### src/rtl/regfile_pkg.sv
// Shared widths and write-back request type for the register-file write path.
package regfile_pkg;
  localparam int ADDR_W   = 5;
  localparam int DATA_W   = 32;
  localparam int NUM_REGS = 2 ** ADDR_W;
  localparam int ZERO_REG = 0;

  typedef struct packed {
    logic [ADDR_W-1:0] addr;
    logic [DATA_W-1:0] data;
  } wb_req_t;
endpackage

### src/rtl/regfile_wb_slot.sv
// One-entry valid/ready holding register for a write-back source.
module regfile_wb_slot #(
  parameter int W = 37
) (
  input  logic         clk,
  input  logic         rst,
  input  logic         i_valid,
  output logic         o_ready,
  input  logic [W-1:0] i_payload,
  input  logic         i_drain,
  output logic         o_full,
  output logic         o_load,
  output logic [W-1:0] o_payload
);
  logic         r_full;
  logic [W-1:0] r_payload;

  // A granted slot can take a new entry on the same edge it drains.
  assign o_ready   = !r_full | i_drain;
  assign o_load    = i_valid & o_ready;
  assign o_full    = r_full;
  assign o_payload = r_payload;

  always_ff @(posedge clk) begin
    if (rst) begin
      r_full <= 1'b0;
    end else if (o_load) begin
      r_full <= 1'b1;
    end else if (i_drain) begin
      r_full <= 1'b0;
    end
  end

  always_ff @(posedge clk) begin
    if (o_load) begin
      r_payload <= i_payload;
    end
  end
endmodule

### src/rtl/regfile_write_arbiter.sv
// Arbitrates ALU and load/multi-cycle write-backs onto the single regfile write port,
// oldest-first, and exports a pending-write mask for decode hazard stalls.
module regfile_write_arbiter
  import regfile_pkg::*;
#(
  parameter int ADDR_W    = regfile_pkg::ADDR_W,
  parameter int DATA_W    = regfile_pkg::DATA_W,
  parameter bit DROP_ZERO = 1'b1
) (
  input  logic                 clk,
  input  logic                 rst,
  input  logic                 p0_valid,
  output logic                 p0_ready,
  input  logic [ADDR_W-1:0]    p0_addr,
  input  logic [DATA_W-1:0]    p0_data,
  input  logic                 p1_valid,
  output logic                 p1_ready,
  input  logic [ADDR_W-1:0]    p1_addr,
  input  logic [DATA_W-1:0]    p1_data,
  output logic                 we_o,
  output logic [ADDR_W-1:0]    waddr_o,
  output logic [DATA_W-1:0]    wdata_o,
  output logic [2**ADDR_W-1:0] pending_o,
  output logic                 idle_o
);
  localparam int PL_W = ADDR_W + DATA_W;
  localparam int NREG = 2 ** ADDR_W;

  logic              w_full0, w_full1, w_load0, w_load1, w_g0, w_g1;
  logic              w_next0, w_next1, w_older_nxt;
  logic [PL_W-1:0]   w_s0, w_s1;
  logic [ADDR_W-1:0] w_a0, w_a1, w_gaddr;
  logic [DATA_W-1:0] w_gdata;
  logic [NREG-1:0]   w_pend;

  logic              r_older;
  logic              r_we;
  logic [ADDR_W-1:0] r_waddr;
  logic [DATA_W-1:0] r_wdata;

  regfile_wb_slot #(.W(PL_W)) u_slot0 (
    .clk(clk), .rst(rst), .i_valid(p0_valid), .o_ready(p0_ready),
    .i_payload({p0_addr, p0_data}), .i_drain(w_g0),
    .o_full(w_full0), .o_load(w_load0), .o_payload(w_s0)
  );

  regfile_wb_slot #(.W(PL_W)) u_slot1 (
    .clk(clk), .rst(rst), .i_valid(p1_valid), .o_ready(p1_ready),
    .i_payload({p1_addr, p1_data}), .i_drain(w_g1),
    .o_full(w_full1), .o_load(w_load1), .o_payload(w_s1)
  );

  assign w_a0 = w_s0[PL_W-1 -: ADDR_W];
  assign w_a1 = w_s1[PL_W-1 -: ADDR_W];

  // r_older: 0 = slot 0 holds the older entry, 1 = slot 1 does.
  assign w_g0    = w_full0 & (!w_full1 | !r_older);
  assign w_g1    = w_full1 & (!w_full0 |  r_older);
  assign w_gaddr = w_g1 ? w_a1 : w_a0;
  assign w_gdata = w_g1 ? w_s1[DATA_W-1:0] : w_s0[DATA_W-1:0];

  assign w_next0 = w_load0 | (w_full0 & !w_g0);
  assign w_next1 = w_load1 | (w_full1 & !w_g1);

  always_comb begin
    w_older_nxt = r_older;
    if (w_load0 && w_load1) begin
      w_older_nxt = 1'b1;
    end else if (w_load0) begin
      w_older_nxt = w_next1;
    end else if (w_load1) begin
      w_older_nxt = !w_next0;
    end else if (w_next0 && !w_next1) begin
      w_older_nxt = 1'b0;
    end else if (w_next1 && !w_next0) begin
      w_older_nxt = 1'b1;
    end
  end

  // Write stage register feeding the regfile port.
  always_ff @(posedge clk) begin
    if (rst) begin
      r_older <= 1'b0;
      r_we    <= 1'b0;
      r_waddr <= '0;
      r_wdata <= '0;
    end else begin
      r_older <= w_older_nxt;
      if (w_g0 || w_g1) begin
        r_we    <= !(DROP_ZERO && (w_gaddr == ADDR_W'(ZERO_REG)));
        r_waddr <= w_gaddr;
        r_wdata <= w_gdata;
      end else begin
        r_we <= 1'b0;
      end
    end
  end

  always_comb begin
    w_pend = '0;
    if (w_full0) w_pend[w_a0] = 1'b1;
    if (w_full1) w_pend[w_a1] = 1'b1;
    if (r_we)    w_pend[r_waddr] = 1'b1;
    if (DROP_ZERO) w_pend[ZERO_REG] = 1'b0;
  end

  assign we_o      = r_we;
  assign waddr_o   = r_waddr;
  assign wdata_o   = r_wdata;
  assign pending_o = w_pend;
  assign idle_o    = !w_full0 & !w_full1 & !r_we;
endmodule

### config.mk
export PLATFORM = sky130hd
export DESIGN_NAME = regfile_write_arbiter
export DESIGN_NICKNAME = d
export VERILOG_FILES = /design/src/rtl/regfile_pkg.sv /design/src/rtl/regfile_wb_slot.sv /design/src/rtl/regfile_write_arbiter.sv
export SDC_FILE = /design/constraint.sdc
export NUM_CORES = 1
export LEC_CHECK = 0
export CELL_PAD_IN_SITES_DETAIL_PLACEMENT = 0
export CELL_PAD_IN_SITES_GLOBAL_PLACEMENT = 2
export CORE_MARGIN = 10
export CORE_UTILIZATION = 29
export DETAILED_ROUTE_END_ITERATION = 10
export GPL_TIMING_DRIVEN = 0
export PLACE_DENSITY_LB_ADDON = 0.1
export SLEW_MARGIN = 40
export SYNTH_ARGS = -nofsm -noshare
export SYNTH_HDL_FRONTEND = slang
export SYNTH_SLANG_ARGS = --single-unit
### constraint.sdc
create_clock -name clk -period 3.58 [get_ports clk]
set_input_delay 0.358 -clock clk [delete_from_list [all_inputs] [get_ports clk]]
set_output_delay 0.358 -clock clk [all_outputs]
set_load 0.05 [all_outputs]
==> results of run 1 <==
## worst max path at each step
stage                                     from  cells after the start                              end
5_1_grt        u_slot1.o_payload[35]$_DFFE_PP_                      5                    pending_o[10]
2_1_floorplan      u_slot0.o_full$_SDFFE_PP0P_                      3   u_slot1.o_payload[0]$_DFFE_PP_
4_1_cts            u_slot1.o_full$_SDFFE_PP0P_                      6                    pending_o[25]
6_report           u_slot1.o_full$_SDFFE_PP0P_                      6                    pending_o[25]
3_5_place_dp       u_slot1.o_full$_SDFFE_PP0P_                      6                    pending_o[25]
3_3_place_gp                          p1_valid                      3  u_slot1.o_payload[14]$_DFFE_PP_
## registers in the layout (all words and copies together), names as in the netlist
signal and flops:
u_slot0.o_payload 37, u_slot0.o_full 1, wdata_o 32, we_o 1, u_slot1.o_payload 37, r_older 1, waddr_o 5, u_slot1.o_full 1
## kinds of logic (layout without fill, tap and decap cells)
group / after synthesis / count (layout) / synth area share [%]
DFF: 115 / 115 / 62.6
buffers and inverters: 34 / 218 / 4.64
muxes: 35 / 35 / 7.21
and+or+nand+nor: 150 / 150 / 15.2
other: 1 / 1 / 0.0772
AOI/OAI and AO/OA: 78 / 78 / 10.3
## cells in the final DEF (no fill, tap or decap), types with 9 or more instances in the layout
master and n:
clkdlybuf4s50_1 149, nand2_1 100, edfxtp_1 74, dfxtp_1 41
mux2i_1 35, o21ai_1 30, a22oi_1 27, clkbuf_16 17
clkbuf_1 16, nor3b_1 9
## tightest hold or removal path, delay by kind of cell, from the launching register on
kind	cells	cell delay, ns
flops	1	0.30
compound gates	1	0.05
simple gates	1	0.05
## cells in the mapped netlist
cell type | n | area (µm²)
a21o_1 | 1 | 7.51
a21oi_1 | 5 | 25.0
a221o_1 | 1 | 10.0
a221oi_1 | 1 | 8.76
a222oi_1 | 4 | 40.0
a22oi_1 | 27 | 203
and2_1 | 1 | 6.26
and2b_1 | 1 | 7.51
and3_1 | 7 | 43.8
and3b_1 | 7 | 61.3
buf_12 | 3 | 60.1
buf_2 | 5 | 25.0
buf_4 | 3 | 22.5
buf_6 | 4 | 45.0
clkbuf_1 | 11 | 41.3
clkbuf_2 | 1 | 5.00
conb_1 | 1 | 3.75
dfxtp_1 | 41 | 821
edfxtp_1 | 74 | 2220
inv_1 | 7 | 26.3
mux2i_1 | 35 | 350
nand2_1 | 100 | 375
nand2_8 | 1 | 20.0
nand2b_4 | 1 | 13.8
nand3_1 | 4 | 20.0
nor2_1 | 7 | 26.3
nor2_2 | 1 | 6.26
nor3_1 | 6 | 30.0
nor3_2 | 1 | 10.0
nor3_4 | 1 | 16.3
nor3b_1 | 10 | 75.1
nor3b_2 | 2 | 25.0
o21ai_0 | 7 | 35.0
o21ai_1 | 30 | 150
o21bai_1 | 1 | 7.51
o21bai_2 | 1 | 11.3
## layer usage
layer	GRT usage [%]	share of wire (%)	vias up	routed length, µm
li1	-	-	1836	-
met1	15.9	41	1744	6220
met2	22.1	49	156	7370
met3	5.43	9.1	18	1370
met4	5.25	1.3	0	204
met5	0	0	-	0
## power breakdown
part	switching (mW)	internal (mW)	leakage, nW	total, mW
clock	0.566	1.11	0.277	1.68
sequential	0.0421	1.51	1.06	1.55
combinational	0.337	0.229	1.56	0.567
## cell type report
type                       instances  area share [%]
timing repair buffer             152            21.4
buffer                            27            2.72
sequential                       115            41.7
multi-input combinational        264            22.0
clock buffer                      23            6.27
inverter                           7           0.360
tap                              220            3.77
clock inverter                     9            1.80
## metrics by stage
stage	TNS (ns)	worst slack, ns
detailed placement	0	0.904
CTS	0	0.479
floorplan	0	0.659
global placement	-38.66	-1.05
finish	0	0.439
global route	0	0.321
==> impl_metrics.py, run 1 <==
metrics = {
    "synthesis": {
        "syn_area_per_cell_um2": 11.8,
        "synth_cells": 413,
        "seq_area_frac_synth_pct": 62.6,
        "synth_cell_type_count": 36,
        "synth-seq-cells": 115,
        "syn-num-nets": 491,
        "syn-cell-area_um2": 4860,
        "yosysWarnings": 0,
    },
    "critical_path": {
        "path_delay_family": "buffers and inverters",
        "end_kind": "output pin",
        "crit_path_start_kind": "flip-flop",
        "worstSetupPathType": "flip-flop to output pin",
        "path_buf_inv": 4,
        "arrival_ns": 2.78,
        "critPathRequiredTime_ns": 3.22,
        "reg2reg_slack_ns": 1.85,
        "slowest_stage": "clkdlybuf4s50_1",
        "critPathMaxStageDelay_ns": 0.81,
        "worst-r2r-cell-count": 4,
        "cpMostUsedCell": "inv_1",
        "crit_chain": "buf_4 -> inv_1 -> nor3b_2 -> a222oi_1 -> inv_1 -> clkdlybuf4s50_1",
        "reg2reg_from": "u_slot0.o_full$_SDFFE_PP0P_",
        "timing.rr.end": "u_slot1.o_payload[11]$_DFFE_PP_",
        "cp_max_fo": 8,
    },
    "route": {
        "wl_per_cell_um": 18.6,
        "dr.pass1.iters": 4,
        "routed_wl_um": 15200,
        "vias": 3754,
        "vias_per_cell": 4.59,
        "drc": 0,
        "drt_iter0_markers": 240,
        "final_antenna_net_count": 0,
    },
    "pwr": {
        "p_leak_nw": 2.90,
        "finalPower_mw": 3.79,
        "power_density_nw_per_um2": 520,
        "vdd_drop_max_v": 0.000288,
    },
    "clock_network": {
        "clkLatencyLatePin_ns": 0.39,
        "cts_tree": "built",
        "post_cts.repair.setup_buffers": 0,
        "htree_levels": 4,
        "cts_sinks": 115,
        "clkSlewWorstSetupHoldPaths_ns": 0.05,
        "post_cts_resized": 0,
        "cts_buffers": 17,
        "root_buffer": "clkbuf_16",
        "cts_buffer_depth": 2,
        "cts_hold_buf": 0,
    },
    "timing": {
        "relSlewSlack_pct": 47.8,
        "rsz0062_at_grt": "false",
        "timing.fmax_ghz": 0.318,
        "hold_ws_ns": 0.442,
        "final-setup-viol-count": 0,
        "tightest_slew_ns": 0.780,
        "skew_ns": 0.00719,
        "slew_violations": 0,
        "min_period_ns": 3.14,
        "finalHoldViolCount": 0,
        "period_share_pct": 87.7,
    },
    "hold_path": {
        "hold_path.class": "flip-flop to flip-flop",
        "hp-start": "wdata_o[23]$_SDFFE_PP0N_",
        "hold_depth": 2,
        "whs_endpoint": "wdata_o[23]$_SDFFE_PP0N_",
    },
    "placed_design": {
        "port_buffers": 149,
        "post-place-cells": 785,
        "hpwl_um": 11300,
        "place_area_um2": 6710,
        "place_congestion": 0.821,
    },
    "global_routing": {
        "overflow": 0,
        "grt_use_total_pct": 13.7,
        "antenna_found_initial": 0,
        "grt_pass1_vias": 4119,
        "grt_max_degree": 20,
        "grt_pass1_wl_um": 23400,
    },
    "floorplan": {
        "die_w_um": 149,
        "core_um2": 16500,
        "dieArea_um2": 22300,
        "die-height_um": 149,
        "rows": 47,
        "num_io_pins": 151,
        "initial_core_util_pct": 29.4,
    },
    "cells_and_area": {
        "fillers": 1523,
        "instances_no_fill": 817,
        "diodes": 0,
        "multi_input_area_um2": 1610,
        "drive_gt1_share_pct": 9.55,
        "final_design_area_no_fill_um2": 7300,
        "nNetsFinal": 662,
        "seq_area_um2": 3040,
        "final_core_util_pct": 44.2,
        "area_delta_synth_final_pct": 50.3,
    },
    "flow_run": {
        "drv_cap": 0,
    },
    "run_status": {
        "status": "completed",
    },
}
(Power assumes the default switching activity.)
==> inputs of run 2 (changes only) <==
--- a/config.mk
+++ b/config.mk
@@ -9,6 +9,7 @@
 export CELL_PAD_IN_SITES_GLOBAL_PLACEMENT = 2
 export CORE_MARGIN = 10
 export CORE_UTILIZATION = 29
+export CTS_CLUSTER_DIAMETER = 100
 export DETAILED_ROUTE_END_ITERATION = 10
 export GPL_TIMING_DRIVEN = 0
 export PLACE_DENSITY_LB_ADDON = 0.1
==> results of run 2 <==
Final layout, timing and power as in run 1 (identical DEF).
==> inputs of run 3 (changes only) <==
--- a/config.mk
+++ b/config.mk
@@ -7,7 +7,6 @@
 export LEC_CHECK = 0
 export CELL_PAD_IN_SITES_DETAIL_PLACEMENT = 0
 export CELL_PAD_IN_SITES_GLOBAL_PLACEMENT = 2
-export CORE_MARGIN = 10
 export CORE_UTILIZATION = 29
 export CTS_CLUSTER_DIAMETER = 100
 export DETAILED_ROUTE_END_ITERATION = 10
==> run 3 against run 2 <==
Clock power up 4%. Utilization up 1.2 points. Wire length down 11%. Via count up 1.1%. Cell area up 0.15%. Count of clock-buffer cells in the layout down 2. Setup slack better by 0.064 ns. Maximum frequency up 2.1%. Final cell count down 0.37%. Global-route usage up 2.3 points. Register-to-register slack about the same. Critical path type unchanged. Largest cell class unchanged.
==> impl_metrics.py, run 3 (synthesized netlist as in run 1, its figures left out) <==
metrics = {
    "critical_path": {
        "critPathMaxStageDelay_ns": 0.80,
        "end_kind": "output pin",
        "worstSetupPathType": "flip-flop to output pin",
        "critPathRequiredTime_ns": 3.22,
        "cp_max_fo": 8,
        "path_buf_inv": 4,
        "cpMostUsedCell": "inv_1",
        "slowest_stage": "clkdlybuf4s50_1",
        "path_delay_family": "buffers and inverters",
        "crit_path_start_kind": "flip-flop",
        "crit_chain": "buf_4 -> inv_1 -> nor3b_2 -> a222oi_1 -> inv_1 -> clkdlybuf4s50_1",
        "arrival_ns": 2.72,
    },
    "pwr": {
        "p_seq_share_pct": 40.3,
        "p_sw_mw": 0.933,
        "p_leak_nw": 2.92,
        "intPower_mw": 2.91,
        "power_density_nw_per_um2": 526,
        "swShare_pct": 24.3,
        "vdd_drop_max_v": 0.000295,
        "clkPwrFrac_pct": 45.2,
        "p_comb_share_pct": 14.5,
    },
    "route": {
        "wl_per_cell_um": 16.5,
        "vias": 3797,
        "drt_iter0_markers": 219,
        "dr.pass1.iters": 6,
        "final_antenna_net_count": 0,
        "drc": 0,
        "routed_wl_um": 13400,
        "vias_per_cell": 4.66,
    },
    "floorplan": {
        "initial_core_util_pct": 30.1,
        "num_io_pins": 151,
        "die_w_um": 131,
        "rows": 46,
        "core_um2": 16100,
        "die-height_um": 131,
        "dieArea_um2": 17300,
    },
    "placed_design": {
        "dp_slack_ns": 0.903,
        "port_buffers": 149,
        "place_area_um2": 6700,
        "hpwl_um": 9590,
        "place_congestion": 0.807,
    },
    "timing": {
        "tightest_slew_ns": 0.744,
        "min_period_ns": 3.08,
        "skew_ns": 0.00858,
        "setup_ws_ns": 0.503,
        "finalHoldViolCount": 0,
        "hold_ws_ns": 0.442,
        "rsz0062_at_grt": "false",
        "final-setup-viol-count": 0,
        "slew_violations": 0,
        "period_share_pct": 86.0,
        "timing.fmax_ghz": 0.325,
        "relSlewSlack_pct": 50.2,
    },
    "hold_path": {
        "hold_path.class": "flip-flop to flip-flop",
    },
    "global_routing": {
        "overflow": 0,
        "grt_max_degree": 25,
        "grt_use_total_pct": 16.0,
        "grt_pass1_wl_um": 20700,
        "antenna_found_initial": 0,
        "grt_pass1_vias": 3763,
    },
    "clock_network": {
        "cts_buffers": 17,
        "cts_hold_buf": 0,
        "root_buffer": "clkbuf_16",
        "cts_sinks": 115,
        "clkSlewWorstSetupHoldPaths_ns": 0.05,
        "clkLatencyLatePin_ns": 0.40,
        "htree_levels": 4,
        "cts_tree": "built",
        "post_cts.repair.setup_buffers": 0,
        "cts_buffer_depth": 2,
        "post_cts_resized": 0,
    },
    "cells_and_area": {
        "drive_gt1_share_pct": 10.0,
        "final_design_area_no_fill_um2": 7310,
        "final_common_cell": "clkdlybuf4s50_1",
        "nNetsFinal": 663,
        "diodes": 0,
        "mostFrequentLayoutCells": "clkdlybuf4s50_1 (149), nand2_1 (100), edfxtp_1 (74)",
        "area_delta_synth_final_pct": 50.6,
    },
    "run_status": {
        "status": "completed",
    },
    "flow_run": {
        "drv_cap": 0,
    },
}
run 3: layout make-up:
type / count / area, µm²
buffer: 27 / 199
clock buffer: 21 / 450
clock inverter: 11 / 160
fill: 1536 / 8800
inverter: 7 / 26.3
multi-input combinational: 264 / 1610
sequential: 115 / 3040
tap: 216 / 270
timing repair buffer: 153 / 1560
run 3: metal layers:
metal / GRT usage (%) / share of wire [%] / up-vias
met5: 0 / 0 / -
met4: 6.14 / 1.3 / 0
met1: 19.5 / 44 / 1783
met3: 5.67 / 7.4 / 14
met2: 25.7 / 48 / 161
li1: - / - / 1839
run 3: worst min-delay path, cell delays in order, from the launching register on:
cell and delay, ns:
dfxtp_1 0.30, nand2_1 0.05, o21ai_1 0.05
run 3: metrics by stage:
stage	TNS [ns]	instances	total power [mW]	utilization, %
3_5_place_dp	0	782	2.14	41.6
3_3_place_gp	-33.27	778	2.12	41.1
2_1_floorplan	0	413	1.89	-
5_1_grt	0	814	3.99	45.4
6_report	0	814	3.85	45.4
4_1_cts	0	814	3.90	45.4
run 3: power groups by stage:
stage | combinational [mW] | sequential (mW) | clock (mW)
after floorplan | 0.200 | 1.69 | 0
after global placement | 0.547 | 1.58 | 0
after detailed placement | 0.564 | 1.57 | 0
after CTS | 0.566 | 1.55 | 1.79
after global routing | 0.591 | 1.56 | 1.84
final | 0.559 | 1.55 | 1.74
run 3: final timing paths:
check | cells after the start | start | endpoint | slack, ns
max reg2reg | 5 | u_slot0.o_full$_SDFFE_PP0P_ | u_slot1.o_payload[0]$_DFFE_PP_ | 1.86
min | 2 | wdata_o[31]$_SDFFE_PP0N_ | wdata_o[31]$_SDFFE_PP0N_ | 0.44
min reg2reg | 2 | wdata_o[31]$_SDFFE_PP0N_ | wdata_o[31]$_SDFFE_PP0N_ | 0.44
max | 6 | u_slot1.o_full$_SDFFE_PP0P_ | pending_o[25] | 0.50
==> RTL change 1, RTL diff (settings of run 2) <==
The package constant `ADDR_W` goes from 5 to 4.
--- a/src/rtl/regfile_pkg.sv
+++ b/src/rtl/regfile_pkg.sv
@@ -1,6 +1,6 @@
 // Shared widths and write-back request type for the register-file write path.
 package regfile_pkg;
-  localparam int ADDR_W   = 5;
+  localparam int ADDR_W   = 4;
   localparam int DATA_W   = 32;
   localparam int NUM_REGS = 2 ** ADDR_W;
   localparam int ZERO_REG = 0;
Ports: changed (resized p0_addr, p1_addr, pending_o and waddr_o); port bits go from 151 to 132. The function was not compared with the original's and may differ.
==> RTL change 1 against run 2 <==
  * Largest power group is now registers
  * Final cell count decreased by 24%
  * Critical path type unchanged
  * Sequential power decreased by 3%
  * Wire length shrank 22%
  * Sequential cell count down 3
  * Final area is 17% lower
  * Synthesized area down 13%
  * Setup slack gained 0.16 ns
  * Power fell by 24%
==> RTL change 1: results (changes against run 2) <==
| Metric | Value |
|---|---|
| Status | `finished, final reports clean` |
| CTS H-tree depth | `3 (-1)` |
| Critical Path AT | `2.62 ns (-0.16 ns)` |
| Met2 Use GR | `19.8% (-2.3 points)` |
| Post-synthesis sequential area ratio | `70.4% (+7.7 points)` |
| Combinational Power | `460 uW (-19%)` |
| Rows | `43 (-8.5%)` |
| CTS Buf Count | `9 (-8)` |
| Post-synthesis compound-gate area fraction | `11.4% (+1.2 points)` |
| Final nets | `516 (-22%)` |
| Maximum vdd drop | `278 uV (-3.4%)` |
| # fillers | `1317 (-14%)` |
| Syn_nets | `372 (-24%)` |
| Worst-Skew Late Latency | `0.35 ns (-0.04 ns)` |
| Number of synthesized flops with an enable pin | `72 (-2.7%)` |
| Met3 wire len | `850 um (-38%)` |
| Global-route track usage on met1 | `13.4% (-2.5 points)` |
| Pin count of the biggest net entering global routing | `21 (+5.0%)` |
| Drt via density | `4.69 (+2.0%)` |
| WL met2 | `5.90 mm (-20%)` |
| Hold Crit Class | `in -> reg` |
| CP Max Fanout | `10 (+2)` |
| Dpl cells | `609 (-22%)` |
| Post-synthesis mux area share | `0% (-7.2 points)` |
| Layout Skew | `0.00582 ns (-0.00137 ns)` |
## RTL change 1: cell count changes in the layout (fill, tap and decap cells not counted), sizes merged, moves of 14 or more
cell / change
a221o: +34
a22oi: -17
and2: +35
clkbuf: -16
clkdlybuf4s50: -20
mux2i: -35
nand2: -79
nand3: +14
o21ai: -37
## RTL change 1: through the flow
step	TNS (ns)	area [um2]	power, uW
after global placement	-36.82	5730	1990
after CTS	0	6080	2920
after floorplan	0	4210	1770
after detailed placement	0	5820	2000
after global routing	0	6080	3000
final	0	6080	2880
## RTL change 1: path summary, 6_finish.rpt
path                              startpoint                               to  slack (ns)  cells after the start
max reg2reg      u_slot1.o_full$_SDFFE_PP0P_  u_slot0.o_payload[23]$_DFFE_PP_        1.71                      4
max              u_slot1.o_full$_SDFFE_PP0P_                    pending_o[11]        0.60                      5
min                                      rst      u_slot1.o_full$_SDFFE_PP0P_        0.30                      2
min reg2reg  u_slot0.o_payload[30]$_DFFE_PP_         wdata_o[30]$_SDFFE_PP0N_        0.47                      1
## RTL change 1: cell type report
| cell class | count | area, um2 | share of cell area, % |
|---|---|---|---|
| Sequential cell | 112 | 2960 | 48.7 |
| Timing Repair Buffer | 133 | 1370 | 22.5 |
| Multi-Input combinational cell | 163 | 1130 | 18.6 |
| Clock buffer | 10 | 229 | 3.77 |
| Tap cell | 180 | 225 | 3.70 |
| Buffer | 18 | 119 | 1.95 |
| Clock inverter | 5 | 33.8 | 0.556 |
| Inverter | 3 | 11.3 | 0.185 |
## RTL change 1: critical path, stage by stage, from the launching register on
cell             delay [ns]
dfxtp_1                0.47
clkbuf_1               0.42
and3b_1                0.35
nand3_1                0.11
nand3_1                0.11
clkdlybuf4s50_1        0.81
==> RTL change 2, RTL diff (flow settings as in run 2) <==
Without the edit above. Reset style: asynchronous (`rst`), changed in 2 clocked blocks.
--- a/src/rtl/regfile_wb_slot.sv
+++ b/src/rtl/regfile_wb_slot.sv
@@ -21,7 +21,7 @@
   assign o_full    = r_full;
   assign o_payload = r_payload;
 
-  always_ff @(posedge clk) begin
+  always_ff @(posedge clk or posedge rst) begin
     if (rst) begin
       r_full <= 1'b0;
     end else if (o_load) begin
--- a/src/rtl/regfile_write_arbiter.sv
+++ b/src/rtl/regfile_write_arbiter.sv
@@ -78,7 +78,7 @@
   end
 
   // Write stage register feeding the regfile port.
-  always_ff @(posedge clk) begin
+  always_ff @(posedge clk or posedge rst) begin
     if (rst) begin
       r_older <= 1'b0;
       r_we    <= 1'b0;
Behaviour: differs if rst is asserted again (counterexample within 4 cycles, from zero or initial values and one cycle with rst high); with rst held inactive, the same outputs for 4 cycles.
==> RTL change 2 against run 2 <==
  * Non-clock buffer count rose by 4
  * Synthesized area rose by 1.2%
  * Die area rose by 1.0%
  * Synthesized cell count fell by 0.24%
  * Setup slack improved by 0.11 ns
  * Sequential cell count did not move
  * Final area rose by 0.27%
  * Wire length rose by 4.0%
Power is not compared: it rests on default switching activity, and its combinational part moved more than twofold at a synthesized area within 25%.
==> RTL change 2: results (changes against run 2) <==
| Metric | Value |
|---|---|
| Final nets | `661 (-0.15%)` |
| Final Instance Area | `7320 um2 (+0.27%)` |
| Fraction of layout cells with a size suffix above 1 | `10.6% (+1.0 points)` |
| Syn_nets | `490 (-0.20%)` |
| Slew @ Worst Pin | `0.681 ns (-0.0991 ns)` |
| Post-synthesis compound-gate area fraction | `12.4% (+2.1 points)` |
| Met3 usage | `6.36% (+0.93 points)` |
| Met2 Use GR | `22.2% (+0.044 points)` |
| Drt wl/cell | `19.3 um (+4.1%)` |
| Hold Crit Class | `in -> async` |
| Post-synth top cells | `122 x nand2_1, 74 x edfxtp_1, 41 x dfrtp_1` |
| Async S/R FF share, synth | `35.7% (+36 points)` |
| Number of global-route vias before repair | `4223 (+2.5%)` |
| DP Area | `6750 um2 (+0.60%)` |
| Total number of vias | `3959 (+5.5%)` |
| Detail Placement HPWL | `10.9 mm (-3.8%)` |
| Pin count of the biggest net entering global routing | `33 (+65%)` |
| Layout Skew | `0.0166 ns (+0.00942 ns)` |
| # fillers | `1606 (+5.4%)` |
| Post-synthesis mux area share | `0% (-7.2 points)` |
| Status | `finished, final reports clean` |
| Pre-antenna DRT Iters | `5 (+1)` |
| Global-route track usage on met1 | `17.1% (+1.2 points)` |
| Synth unique cells | `34 (-5.6%)` |
| Total track usage | `14.1% (+0.49 points)` |
| DR iter-0 viols | `215 (-10%)` |
| First-pass GRT wire length | `24.3 mm (+4.0%)` |
-- RTL change 2: cell types whose count changed in the layout (fill, tap and decap cells not counted), moves of 4 or more --
| cell | before | now |
|---|---|---|
| dfrtp_1 | 0 | 41 |
| dfxtp_1 | 41 | 0 |
| mux2i_1 | 35 | 0 |
| a32oi_1 | 0 | 33 |
| o21ai_1 | 30 | 0 |
| nand2_1 | 100 | 122 |
| buf_2 | 5 | 14 |
| and3b_1 | 7 | 15 |
| a31oi_1 | 0 | 4 |
| clkinv_4 | 1 | 5 |
| inv_6 | 0 | 4 |
-- RTL change 2: layout make-up --
type | instances | area share [%]
Clock inverter | 13 | 1.73
Multi-Input combinational cell | 259 | 20.4
Clock buffer | 19 | 6.05
Sequential cell | 115 | 44.4
Inverter | 7 | 0.393
Buffer | 31 | 2.10
Tap cell | 220 | 3.76
Timing Repair Buffer | 152 | 21.2
-- RTL change 2: final timing paths --
kind | from | end | slack [ns] | cells past startpoint
setup reg to reg | u_slot1.o_full$_DFFE_PP0P_ | u_slot1.o_payload[8]$_DFFE_PP_ | 1.82 | 5
hold reg to reg | u_slot0.o_payload[6]$_DFFE_PP_ | wdata_o[6]$_DFFE_PP0P_ | 0.44 | 2
hold / removal | rst | wdata_o[9]$_DFFE_PP0P_ | 0.24 | 2
max in group asynchronous | rst | wdata_o[31]$_DFFE_PP0P_ | 2.90 | 3
min in group clk | u_slot0.o_payload[6]$_DFFE_PP_ | wdata_o[6]$_DFFE_PP0P_ | 0.44 | 2
setup / recovery | u_slot0.o_full$_DFFE_PP0P_ | pending_o[12] | 0.55 | 5
-- RTL change 2: metrics by stage --
step,instances,util [%]
2_1_floorplan,412,-
3_3_place_gp,781,40.3
3_5_place_dp,784,40.7
4_1_cts,816,44.2
5_1_grt,816,44.2
6_report,816,44.2
-- RTL change 2: kinds of logic after synthesis --
family	Yosys count
flip-flops	115
other	1
AO/OA/AOI/OAI	76
AND/OR/NAND/NOR	182
buffers and inverters	38
-- RTL change 2: critical path: stages (launching register included) --
cell	delay, ns
dfrtp_1	0.36
buf_4	0.17
nor3b_2	0.59
a22oi_1	0.21
nand2_1	0.12
clkdlybuf4s50_1	0.80
-- RTL change 2: routing by layer --
metal / up-vias / routed length (um)
met2: 150 / 7590
met3: 18 / 1370
met5: - / 0
met1: 1920 / 6630
met4: 0 / 171
li1: 1871 / -
-- RTL change 2: power groups by stage --
stage | clock [uW] | sequential [uW] | combinational (uW)
6_report | 1600 | 1710 | 1280
5_1_grt | 1710 | 1730 | 1370
4_1_cts | 1650 | 1710 | 1300
3_5_place_dp | 0 | 1740 | 1300
3_3_place_gp | 0 | 1740 | 1280
2_1_floorplan | 0 | 2030 | 463
